--- src/rtl/sifh_hist_readout_pkg.sv ---
`default_nettype none
// ============================================================================
// Module   : sifh_hist_readout_pkg
// Purpose  : Shared widths, FSM states and beat record for the histogram reader.
// Revision : 1.0
// ============================================================================
package sifh_hist_readout_pkg;

  localparam int NB        = 10;
  localparam int PEAK_MAX  = 16;
  localparam int PIXEL_NUM = 4;

  function automatic int pw_of(input int n);
    return (n > 1) ? $clog2(n) : 1;
  endfunction

  localparam int PW = pw_of(PIXEL_NUM);

  typedef enum logic [1:0] {
    ST_IDLE  = 2'd0,
    ST_READ  = 2'd1,
    ST_DRAIN = 2'd2,
    ST_DONE  = 2'd3
  } state_t;

  typedef struct packed {
    logic [PW-1:0]       pixel;
    logic [NB-1:0]       bin;
    logic [PEAK_MAX-1:0] count;
    logic                last;
  } beat_t;

endpackage
`default_nettype wire

--- src/rtl/sifh_rd_fifo.sv ---
`default_nettype none
// ============================================================================
// Module   : sifh_rd_fifo
// Purpose  : Two-entry synchronous FIFO of readout beats with occupancy output.
// Revision : 1.0
// ============================================================================
module sifh_rd_fifo
  import sifh_hist_readout_pkg::*;
#(
  parameter type T = beat_t
) (
  input  logic       clk,
  input  logic       rst,
  input  logic       i_push,
  input  T           i_data,
  input  logic       i_pop,
  output T           o_head,
  output logic [1:0] o_count
);

  T           r_mem [2];
  logic       r_wr_ptr;
  logic       r_rd_ptr;
  logic [1:0] r_count;
  logic       w_push;
  logic       w_pop;

  assign w_pop  = i_pop && (r_count != 2'd0);
  assign w_push = i_push && ((r_count != 2'd2) || w_pop);

  always_ff @(posedge clk) begin
    if (rst) begin
      r_mem[0] <= '0;
      r_mem[1] <= '0;
      r_wr_ptr <= 1'b0;
      r_rd_ptr <= 1'b0;
      r_count  <= 2'd0;
    end else begin
      if (w_push) begin
        r_mem[r_wr_ptr] <= i_data;
        r_wr_ptr        <= ~r_wr_ptr;
      end
      if (w_pop) begin
        r_rd_ptr <= ~r_rd_ptr;
      end
      r_count <= r_count + 2'(w_push) - 2'(w_pop);
    end
  end

  assign o_head  = r_mem[r_rd_ptr];
  assign o_count = r_count;

endmodule
`default_nettype wire

--- src/rtl/sifh_hist_readout.sv ---
`default_nettype none
// ============================================================================
// Module   : sifh_hist_readout
// Purpose  : Scans every {pixel, bin} of the histogram RAM and streams beats;
//            SIFH_RD_CLEAR_EN enables clearing each bin as it is read.
// Revision : 1.0
// ============================================================================
module sifh_hist_readout #(
  parameter  int NB        = sifh_hist_readout_pkg::NB,
  parameter  int PEAK_MAX  = sifh_hist_readout_pkg::PEAK_MAX,
  parameter  int PIXEL_NUM = sifh_hist_readout_pkg::PIXEL_NUM,
  localparam int PW        = sifh_hist_readout_pkg::pw_of(PIXEL_NUM)
) (
  input  logic                clk,
  input  logic                res,
  input  logic                start,
  output logic                busy,
  output logic                done,
  output logic [PW+NB-1:0]    raddr,
  output logic                rEnable,
  output logic                readFlag,
  input  logic [PEAK_MAX-1:0] rdata,
  output logic [PW+NB-1:0]    waddr,
  output logic [PEAK_MAX-1:0] wdata,
  output logic                wEnable,
  output logic                writeFlag,
  output logic                out_valid,
  input  logic                out_ready,
  output logic [PW-1:0]       out_pixel,
  output logic [NB-1:0]       out_bin,
  output logic [PEAK_MAX-1:0] out_count,
  output logic                out_last
);
  import sifh_hist_readout_pkg::*;

  typedef struct packed {
    logic [PW-1:0]       pixel;
    logic [NB-1:0]       bin;
    logic [PEAK_MAX-1:0] count;
    logic                last;
  } rd_beat_t;

  localparam logic [PW-1:0] c_PIX_LAST = PW'(PIXEL_NUM - 1);
  localparam logic [NB-1:0] c_BIN_LAST = '1;

  state_t            r_state;
  state_t            w_state_nxt;
  logic [PW-1:0]     r_pix;
  logic [NB-1:0]     r_bin;
  logic              r_inflight;
  logic [PW+NB-1:0]  r_inflight_addr;
  logic              r_inflight_last;
  rd_beat_t          w_push_beat;
  rd_beat_t          w_head;
  logic [1:0]        w_fifo_count;
  logic              w_out_valid;
  logic              w_pop;
  logic              w_issue;
  logic              w_scan_last;

  assign w_out_valid = (w_fifo_count != 2'd0);
  assign w_pop       = w_out_valid && out_ready;
  assign w_scan_last = (r_pix == c_PIX_LAST) && (r_bin == c_BIN_LAST);

  // Counting the beat leaving this cycle as free space keeps one read per
  // cycle under full throughput while never overfilling the two entries.
  assign w_issue = (r_state == ST_READ) &&
                   (({1'b0, w_fifo_count} - 3'(w_pop) + 3'(r_inflight)) < 3'd2);

  always_ff @(posedge clk) begin
    if (res) begin
      r_state <= ST_IDLE;
    end else begin
      r_state <= w_state_nxt;
    end
  end

  always_comb begin
    w_state_nxt = r_state;
    case (r_state)
      ST_IDLE:  if (start) w_state_nxt = ST_READ;
      ST_READ:  if (w_issue && w_scan_last) w_state_nxt = ST_DRAIN;
      ST_DRAIN: if ((w_fifo_count == 2'd0) && !r_inflight) w_state_nxt = ST_DONE;
      ST_DONE:  w_state_nxt = ST_IDLE;
      default:  w_state_nxt = ST_IDLE;
    endcase
  end

  always_comb begin
    busy     = 1'b0;
    done     = 1'b0;
    readFlag = 1'b0;
    rEnable  = 1'b1;
    case (r_state)
      ST_READ: begin
        busy     = 1'b1;
        readFlag = w_issue;
        rEnable  = ~w_issue;
      end
      ST_DRAIN: busy = 1'b1;
      ST_DONE:  done = 1'b1;
      default: ;
    endcase
  end

  always_ff @(posedge clk) begin
    if (res) begin
      r_pix           <= '0;
      r_bin           <= '0;
      r_inflight      <= 1'b0;
      r_inflight_addr <= '0;
      r_inflight_last <= 1'b0;
    end else begin
      r_inflight <= w_issue;
      if (w_issue) begin
        r_inflight_addr <= {r_pix, r_bin};
        r_inflight_last <= w_scan_last;
        // Explicit return to zero so non-power-of-two pixel counts never overrun.
        if (w_scan_last) begin
          r_pix <= '0;
          r_bin <= '0;
        end else if (r_bin == c_BIN_LAST) begin
          r_bin <= '0;
          r_pix <= r_pix + PW'(1);
        end else begin
          r_bin <= r_bin + NB'(1);
        end
      end
    end
  end

  assign w_push_beat = '{pixel: r_inflight_addr[PW+NB-1:NB],
                         bin:   r_inflight_addr[NB-1:0],
                         count: rdata,
                         last:  r_inflight_last};

  sifh_rd_fifo #(
    .T (rd_beat_t)
  ) u_fifo (
    .clk     (clk),
    .rst     (res),
    .i_push  (r_inflight),
    .i_data  (w_push_beat),
    .i_pop   (w_pop),
    .o_head  (w_head),
    .o_count (w_fifo_count)
  );

  assign raddr     = {r_pix, r_bin};
  assign wdata     = '0;
  assign out_valid = w_out_valid;
  assign out_pixel = w_out_valid ? w_head.pixel : '0;
  assign out_bin   = w_out_valid ? w_head.bin   : '0;
  assign out_count = w_out_valid ? w_head.count : '0;
  assign out_last  = w_out_valid ? w_head.last  : 1'b0;

`ifdef SIFH_RD_CLEAR_EN
  assign writeFlag = r_inflight;
  assign wEnable   = r_inflight;
  assign waddr     = r_inflight ? r_inflight_addr : '0;
`else
  assign writeFlag = 1'b0;
  assign wEnable   = 1'b0;
  assign waddr     = '0;
`endif

endmodule
`default_nettype wire

--- config.mk ---
export PLATFORM = sky130hd
export DESIGN_NAME = sifh_hist_readout
export DESIGN_NICKNAME = d
export VERILOG_FILES = /design/src/rtl/sifh_hist_readout_pkg.sv /design/src/rtl/sifh_rd_fifo.sv /design/src/rtl/sifh_hist_readout.sv
export SDC_FILE = /design/constraint.sdc
export NUM_CORES = 1
export LEC_CHECK = 0
export BUFFER_PORTS_ARGS = -buffer_cell sky130_fd_sc_hd__buf_2
export CAP_MARGIN = 10
export CORE_MARGIN = 3
export CORE_UTILIZATION = 34
export CTS_BUF_LIST = sky130_fd_sc_hd__clkbuf_16
export DETAILED_ROUTE_END_ITERATION = 8
export GPL_ROUTABILITY_DRIVEN = 1
export HOLD_SLACK_MARGIN = 0.15
export PLACE_DENSITY = 0.57
export SLEW_MARGIN = 5
export SYNTH_ARGS = -nofsm -noshare
export SYNTH_HDL_FRONTEND = slang
export SYNTH_HIERARCHICAL = 1
export SYNTH_SLANG_ARGS = --single-unit
--- constraint.sdc ---
create_clock -name clk -period 7.3 [get_ports clk]
set_input_delay 0.365 -clock clk [delete_from_list [all_inputs] [get_ports clk]]
set_output_delay 0.365 -clock clk [all_outputs]
set_load 0.03 [all_outputs]
==> flow_summary.ini <==
[clock_network]
htreeDepth = 3
clk_pin_slew_ns = 0.07
cts-root-buf = clkbuf_16
cts_resized = 0
clock_latency_ns = 0.33
cts_hold_buffers = 0
cts_setup_buffers = 0
clock_path_buffers = 2
cts_tree = yes
cts_buffers = 9
cts.sinks = 91

[sta]
finalHoldViolations = 0
fin_worst_skew_ns = 0.00679
max_slew_margin_pct = 46.5
rsz0062_at_grt = false
clock.fmax_mhz = 232
fin_crit_sh_pct = 59.0
fin_setup_tns_ns = 0
holdWs_ns = 0.313
fin_crit_ns = 4.31
setup_viol = 0
worst_pin_slew_ns = 0.799
slew_viol_final = 0

[setup_path]
max_stage_delay_ns = 0.54
worstPathRequired_ns = 6.93
critPathArrivalTime_ns = 3.94
worstPathMaxFanout = 31
rr_endpoint = r_inflight_last
crit_end = readFlag
reg2reg_slack_ns = 3.62
cpMaxStageDelayCell = dfxtp_1
crit_path_end_kind = output port
path_buf_inv = 3
cp_num_cells = 10
r2r_cells = 11
cp-startpoint = u_fifo/o_count[1]
criticalPathCategory = reg2out
start_kind = flop
crit_family = buffers and inverters
crit_path_cell_trace = nor2_2 -> buf_4 -> nor2b_1 -> ha_1 -> nand2b_1 -> fa_1 -> xnor2_1 -> nand2_1 -> inv_1 -> buf_2
reg2reg_from = u_fifo/o_count[1]

[detailed_routing]
drt_wl_total_mm = 8.67
ant_nets = 0
via_per_inst = 4.51
firstDrtPassIters = 4
drt_iter0_markers = 173
drc_errors = 0
route.vias.total = 2886
wl_per_cell_um = 13.5

[synthesis]
synth.area.mux_share_pct = 7.50
netlist.area_leader.share_pct = 38.8
syn-cell-area_mm2 = 0.00449
synth-warning-count = 6
synth_compound_area_share_pct = 4.26
syn_avg_cell_area_um2 = 11.2
yosys.area_share.simple_pct = 21.8
synth-edff-count = 58
synth_top_family_by_area = simple AND/OR/NAND/NOR gates
synth-seq-cells = 91
synth_cell_types = 43
synth.area.top_cells = edfxtp_1 (39%), dfxtp_1 (15%), and2_1 (8.5%), mux2_2 (7.3%), buf_4 (5.0%)
synth_xor_area_share_pct = 1.76
synth_adder_area_share_pct = 2.95
synth_flop_cell = edfxtp_1
netlist_instances = 401
synthArstFlopShare_pct = 0
ys_seq_area_share_pct = 53.5
yosys.area.top_type = edfxtp_1

[die]
dieArea_mm2 = 0.0146
coreArea_mm2 = 0.0128
start_util_pct = 35.1
fp.dieH_um = 121
die_width_um = 121
rows = 41
io_pins = 96

[cells_and_area]
final_cell_mix = buf_2 (65), and2_1 (61), edfxtp_1 (58), nand2_1 (37), dfxtp_1 (33)
drive_gt1_share_pct = 25.4
syn2layout_area_growth_pct = 14.9
num_antenna_cells = 0
stdcell_area_mm2 = 0.00516
finalCoreUtilization_pct = 40.4
final_common_cell = buf_2
nNetsFinal = 493

[placement]
place_area_mm2 = 0.00487
dpl.hpwl_mm = 5.75
port_buffers = 65
place_congestion = 0.785

[worst_hold_path]
hp-class = in2reg
min_from = rdata[11]

[grt]
grt_pass1_vias = 2762
antenna_found_initial = 0
grt_use_total_pct = 11.9
grt_pass1_wl_mm = 13.7
grt_start_max_net_pins = 32
overflow = 0

[status]
status = finished, final reports clean

[run]
drv_cap = 0

[power]
p_per_area_mw_per_mm2 = 302
vdd_drop_max_uv = 184
power.leakage_uw = 0.00211
[cell usage after synthesis, types with 9 or more instances]
cell	count
buf_4	30
dfxtp_1	33
nand2_1	37
mux2_2	29
and2_1	61
nor2_1	11
a21oi_1	19
nor2b_1	32
inv_1	11
edfxtp_1	58
ha_1	9
[registers in the layout (all words and copies together) (netlist names), named ones only]
name and count:
u_fifo/r_mem 58, r_inflight_addr 12, r_bin 10, r_pix 2, r_state 2, u_fifo/o_count 2, r_inflight 1, r_inflight_last 1
u_fifo/r_rd_ptr 1, u_fifo/r_wr_ptr 1
[layout make-up]
class	instances	area, um^2
fill	1244	7610
inverter	11	41.3
clock buffer	9	225
multi-input combinational	280	1840
tap	172	215
clock inverter	7	67.6
timing repair buffer	70	363
sequential	91	2400
[where the power goes]
| part | leakage (uW) | switching, uW | internal [uW] |
|---|---|---|---|
| clock | 0.000141 | 193 | 264 |
| sequential | 0.000869 | 34.5 | 610 |
| combinational | 0.00110 | 313 | 142 |
[stage by stage]
| stage | power (uW) | std cells | setup slack [ns] |
|---|---|---|---|
| final | 1560 | 640 | 2.99 |
| after CTS | 1570 | 640 | 2.96 |
| after floorplan | 1010 | 430 | 3.94 |
| after detailed placement | 1120 | 624 | 3.34 |
| after global routing | 1640 | 640 | 2.70 |
| after global placement | 1100 | 624 | 3.50 |
[worst min-delay path by stage]
stage	endpoint	slack, ns	cells after the start
2_1_floorplan	r_inflight_last	0.44	2
6_report	u_fifo/r_mem[1][12]	0.31	2
3_3_place_gp	r_inflight_addr[1]	0.45	2
5_1_grt	u_fifo/r_mem[1][10]	0.31	2
4_1_cts	u_fifo/r_mem[1][10]	0.31	2
3_5_place_dp	r_inflight_addr[1]	0.46	2
[metal layers]
metal	share of wire (%)	vias to the layer above	track usage, %	wire, um
li1	-	1427	-	-
met3	5.6	9	2.19	487
met1	47	1372	15.8	4070
met2	46	78	19.1	3990
met4	1.4	0	5.10	119
met5	0	-	0	0
[cell families (layout without fill, tap and decap cells)]
| group | after synthesis | after routing |
|---|---|---|
| simple gates | 170 | 170 |
| flops | 91 | 91 |
| buf+inv | 59 | 97 |
| compound gates | 31 | 31 |
| mux | 30 | 30 |
| fa+ha+maj | 10 | 10 |
| xor+xnor | 9 | 9 |
| other cells | 1 | 30 |
[worst register-to-register path: stages, from the launching register on]
cell,delay (ns)
dfxtp_1,0.54
nor2_2,0.06
buf_4,0.25
nor2b_1,0.33
ha_1,0.29
nand2b_1,0.15
fa_1,0.41
xnor2_1,0.36
nand2_1,0.44
inv_1,0.49
nand3_1,0.14
a21oi_1,0.15
Power figures use the tool's default switching activity.
